===== src/rtl/request_encoder.sv =====
`default_nettype none
// ============================================================================
// Module  : request_encoder
// Brief   : 16-line sticky request queue that emits one 4-bit code per
//           VALID/READY handshake, fixed-priority or round-robin selection.
// Revision: 1.0 - initial release
// ============================================================================
module request_encoder #(
  parameter int PRIORITY_MODE = 0
) (
  input  logic        clk_i,
  input  logic        rst_n_i,
  input  logic [15:0] req_i,
  input  logic        ready_i,
  output logic        valid_o,
  output logic        a0_o,
  output logic        a1_o,
  output logic        a2_o,
  output logic        a3_o,
  output logic [15:0] pending_o,
  output logic        overrun_o
);

  typedef enum logic [0:0] {
    IDLE = 1'b0,
    SEND = 1'b1
  } state_t;

  state_t      state_q;
  logic        valid_q;
  logic [3:0]  code_q;
  logic [3:0]  ptr_q;
  logic [15:0] pending_q;
  logic        overrun_q;

  logic        accept;
  logic [15:0] clr_mask;
  logic [15:0] rem;
  logic [15:0] pending_d;
  logic        overrun_d;
  logic [3:0]  ptr_d;

  // Mode 1 scans upward from ptr with 4-bit wrap; mode 0 always scans from 0.
  function automatic logic [3:0] select_f(input logic [15:0] vec, input logic [3:0] ptr);
    logic [3:0] idx;
    logic       found;
    select_f = 4'd0;
    found    = 1'b0;
    for (int k = 0; k < 16; k++) begin
      idx = (PRIORITY_MODE != 0) ? (ptr + 4'(k)) : 4'(k);
      if (!found && vec[idx]) begin
        select_f = idx;
        found    = 1'b1;
      end
    end
  endfunction

  always_comb begin
    accept    = valid_q & ready_i;
    clr_mask  = accept ? (16'd1 << code_q) : 16'd0;
    rem       = pending_q & ~clr_mask;
    pending_d = rem | req_i;
    overrun_d = |(req_i & rem);
    ptr_d     = code_q + 4'd1;
  end

  always_ff @(posedge clk_i) begin
    if (!rst_n_i) begin
      state_q   <= IDLE;
      valid_q   <= 1'b0;
      code_q    <= 4'd0;
      ptr_q     <= 4'd0;
      pending_q <= 16'd0;
      overrun_q <= 1'b0;
    end else begin
      pending_q <= pending_d;
      overrun_q <= overrun_d;
      case (state_q)
        IDLE: begin
          if (|pending_q) begin
            code_q  <= select_f(pending_q, ptr_q);
            valid_q <= 1'b1;
            state_q <= SEND;
          end
        end
        SEND: begin
          // Code stays frozen until accepted; new arrivals only join the queue.
          if (accept) begin
            ptr_q <= ptr_d;
            if (|rem) begin
              code_q <= select_f(rem, ptr_d);
            end else begin
              valid_q <= 1'b0;
              state_q <= IDLE;
            end
          end
        end
        default: begin
          state_q <= IDLE;
          valid_q <= 1'b0;
        end
      endcase
    end
  end

  assign valid_o                  = valid_q;
  assign {a0_o, a1_o, a2_o, a3_o} = code_q;
  assign pending_o                = pending_q;
  assign overrun_o                = overrun_q;

endmodule
`default_nettype wire


===== config.mk =====
export PLATFORM = sky130hd
export DESIGN_NAME = request_encoder
export DESIGN_NICKNAME = d
export VERILOG_FILES = /design/src/rtl/request_encoder.sv
export SDC_FILE = /design/constraint.sdc
export NUM_CORES = 1
export LEC_CHECK = 0
export CELL_PAD_IN_SITES_DETAIL_PLACEMENT = 0
export CELL_PAD_IN_SITES_GLOBAL_PLACEMENT = 1
export CORE_MARGIN = 8
export CORE_UTILIZATION = 33
export CTS_CLUSTER_SIZE = 14
export DETAILED_ROUTE_END_ITERATION = 16
export GPL_TIMING_DRIVEN = 0
export HOLD_SLACK_MARGIN = 0.05
export PLACE_DENSITY = 0.8
export SYNTH_ARGS = -nofsm -noshare
export SYNTH_HDL_FRONTEND = slang
export SYNTH_SLANG_ARGS = --single-unit

===== constraint.sdc =====
create_clock -name clk_i -period 2.2 [get_ports clk_i]
set_input_delay 0.44 -clock clk_i [delete_from_list [all_inputs] [get_ports clk_i]]
set_output_delay 0.44 -clock clk_i [all_outputs]
set_load 0.02 [all_outputs]

==> summary.md <==
| Metric | Value |
|---|---|
| Io pins | `41` |
| Final weighted congestion in routability-driven placement | `0.9151` |
| Die height | `88.96 µm` |
| P_leak | `0.8858 nW` |
| Setup repair after global routing missed its margin | `yes` |
| Type of the tightest min-delay check | `input port to register` |
| Layout Cell Area excl Fill | `2440 µm²` |
| Detailed Place HPWL | `4.431 mm` |
| Filler cell count in the final layout | `556` |
| Fraction of layout cells with a size suffix above 1 | `15.44%` |
| Arrival time of the worst setup path | `2330 ps` |
| TritonCTS Sinks | `23` |
| Number of antenna violations at the first check in global routing | `0` |
| Number of buffers added on ports | `39` |
| Clock Tree Root | `sky130_fd_sc_hd__clkbuf_8` |
| Largest clock skew in the final design | `4.330 ps` |
| Die X-Extent | `88.96 µm` |
| Number of buffers between clock root and the deepest sink | `2` |
| Post-Route WL | `6.005 mm` |
| Synthesized area per cell | `8.405 µm²` |
| Clock H-tree levels | `1` |
| Skew-Pair Late Insertion Delay | `260 ps` |
| Number of buffers created by CTS | `3` |
| Top-area cell type share of the netlist area | `26.21%` |
| Category of the worst setup path launch point | `register` |
| Area of the multi-input gates | `1284 µm²` |
| Minimum setup slack among reg-to-reg paths | `30 ps` |
| Post-DRT Antenna Nets | `0` |
| Most used flip-flop cell after synthesis | `sky130_fd_sc_hd__dfxtp_1` |
| Number of pins exceeding their max-slew limit in the final report | `0` |
| Achievable Freq | `0.4608 GHz` |
| Cell depth of the worst hold path | `4` |
| Hold slack final | `651.4 ps` |
| Worst Reg2Reg Path Length in Cells | `7` |
| Clock tree from TritonCTS | `built` |
| Vias | `1,911` |
| Clock-pin transition on the worst setup and hold timing paths | `90 ps` |
| Slew at the pin with the worst max-slew slack | `771.8 ps` |
| Area of the core region | `5140 µm²` |
| Full die area | `7914 µm²` |
| Core occupancy in the finished layout | `47.47%` |
| Number of storage elements in the synthesis netlist | `23` |
| Initial core utilization | `34.18%` |
| Post-CTS Hold Buffers | `0` |
| First-pass GRT wire length | `9.687 mm` |
| Cell Area, Placed | `2243 µm²` |
| Run status | `finished clean` |
| Most frequent cells in the layout | `sky130_fd_sc_hd__clkdlybuf4s50_1, sky130_fd_sc_hd__o21a_1, sky130_fd_sc_hd__dfxtp_1` |
| Number of iterations in the first detailed-routing pass | `4` |
| Combined flip-flop and latch cell area | `467.9 µm²` |
| Crit path required time | `2360 ps` |
| Startpoint of the worst-slack reg-to-reg timing path | `code_q[0]$_SDFFE_PN0P_` |
| Type of element capturing the critical path | `register` |
| Final min period | `2170 ps` |
| Post-Syn Area | `1757 µm²` |
| Overall power after layout | `1.300 mW` |
| Sequential cell area fraction in the yosys report | `26.21%` |
| Number of max-cap violations | `0` |
| Main area contributors after synthesis | `sky130_fd_sc_hd__dfxtp_1, sky130_fd_sc_hd__o21a_1, sky130_fd_sc_hd__nand2_1` |
| Worst reg2reg path endpoint | `code_q[2]$_SDFFE_PN0P_` |
| Total overflow reported by the global router | `0` |
| Net Count, Synth | `228` |
| DRC Markers | `0` |
| Antenna diode count | `0` |
| Peak fanout along the critical path | `5` |
| Number of endpoints with negative hold slack in the final report | `0` |
| Sum Neg Setup Slack | `0 ps` |
| Worst rel slew slack | `48.08%` |
| Final std cells w/o fill | `329` |
| Post-placement setup slack | `-238.3 ps` |
| Number of enable-type register cells in the synthesized netlist | `0` |
| Mapped Cells | `209` |
| FP Rows | `26` |
| Average detailed-routed wire length per instance | `18.25 µm` |
| Area growth from synthesis to final layout | `38.89%` |
| Cell taking the most area after synthesis | `sky130_fd_sc_hd__dfxtp_1` |
| Final-report setup violation count | `0` |
| Vias in the first global route | `1,858` |
| Post-DR vias/cell | `5.809` |
| Endpoint with the worst hold slack | `valid_o$_SDFFE_PN0P_` |
| Tot GR Track Use | `15.56%` |
| Min-Delay Startpoint | `ready_i` |
| Peak VDD IR | `0.0002433 V` |
| Number of different library cells in the post-synthesis netlist | `63` |
| Leading cell type in the layout, fill and taps excluded | `sky130_fd_sc_hd__clkdlybuf4s50_1` |
| Largest net degree at the start of global routing | `13` |
| Cell count after placement | `318` |
| Power per Cell Area | `532.8 nW/µm²` |
| Warning count from the yosys run | `0` |
| Final period util | `98.63%` |
| # nets final | `279` |
| Setup CP Type | `register to register` |
| Setup slack after layout | `30.08 ps` |
| Detailed router's first-iteration violation count | `191` |
| Post-synthesis async set-or-reset flop share | `0%` |
[worst max path at each step]
stage,startpoint,to,slack (ps)
detailed placement,code_q[0]$_SDFFE_PN0P_,code_q[1]$_SDFFE_PN0P_,-240
global route,code_q[0]$_SDFFE_PN0P_,code_q[0]$_SDFFE_PN0P_,-30
finish,code_q[0]$_SDFFE_PN0P_,code_q[2]$_SDFFE_PN0P_,30
floorplan,code_q[0]$_SDFFE_PN0P_,code_q[1]$_SDFFE_PN0P_,30
CTS,code_q[0]$_SDFFE_PN0P_,code_q[2]$_SDFFE_PN0P_,5
global placement,code_q[0]$_SDFFE_PN0P_,code_q[1]$_SDFFE_PN0P_,-240
[layout make-up]
type | instances | area share, %
repair buffers | 46 | 18.87
multi-input cells | 169 | 52.62
flip-flops and latches | 23 | 19.18
well taps | 70 | 3.590
plain buffers | 12 | 3.128
clock buffers | 4 | 1.846
inverters | 5 | 0.7692
[what timing repair did]
item                       in CTS  in global routing
pin swaps                       2                  2
resized for setup               4                 16
cloned                          0                  1
buffers inserted                2                  4
setup endpoints to repair       7                  7
[per-layer routing]
metal / part of all wire [%] / vias up / GRT usage, %
met3: 5.7 / 6 / 2.941
met2: 46 / 55 / 24.87
li1: - / 940 / -
met5: 0 / - / 0
met4: 1.4 / 0 / 4.381
met1: 47 / 910 / 20.66
[cells in the mapped netlist (5+ instances only)]
library cell               number
sky130_fd_sc_hd__nand4_1        8
sky130_fd_sc_hd__dfxtp_1       23
sky130_fd_sc_hd__nand2_1       14
sky130_fd_sc_hd__a31oi_1        8
sky130_fd_sc_hd__inv_1          5
sky130_fd_sc_hd__o21a_1        28
sky130_fd_sc_hd__nand3_1        5
sky130_fd_sc_hd__nand2b_1       5
sky130_fd_sc_hd__clkbuf_1       7
sky130_fd_sc_hd__a21oi_1        6
sky130_fd_sc_hd__o21ai_0        9
sky130_fd_sc_hd__nor2_1        12
[state kept, by name (all words and copies together), names as in the netlist]
register and cells:
state_q 1, code_q 4, overrun_o 1, valid_o 1, pending_o 16
[worst max-delay path, stage by stage, from the launching register on]
cell	delay (ps)
sky130_fd_sc_hd__dfxtp_4	380
sky130_fd_sc_hd__buf_8	130
sky130_fd_sc_hd__mux2_4	300
sky130_fd_sc_hd__or4_4	440
sky130_fd_sc_hd__a32oi_4	240
sky130_fd_sc_hd__a21oi_4	90
sky130_fd_sc_hd__or2_4	250
sky130_fd_sc_hd__o211a_1	220
[report_power, final]
| group | switching (mW) | leakage [nW] | internal, mW |
|---|---|---|---|
| clock network | 0.142 | 0.0228 | 0.129 |
| registers | 0.0586 | 0.194 | 0.451 |
| logic | 0.270 | 0.669 | 0.249 |
| total | 0.471 | 0.886 | 0.829 |
[kinds of logic (layout without fill, tap and decap cells)]
kind of cell | after synthesis | after routing | synth area share, %
AOI/OAI and AO/OA | 92 | 92 | 40.39
and+or+nand+nor | 70 | 70 | 24.50
DFF | 23 | 23 | 26.21
buffers and inverters | 17 | 67 | 4.416
muxes | 7 | 7 | 4.487
(Power assumes the default switching activity.)
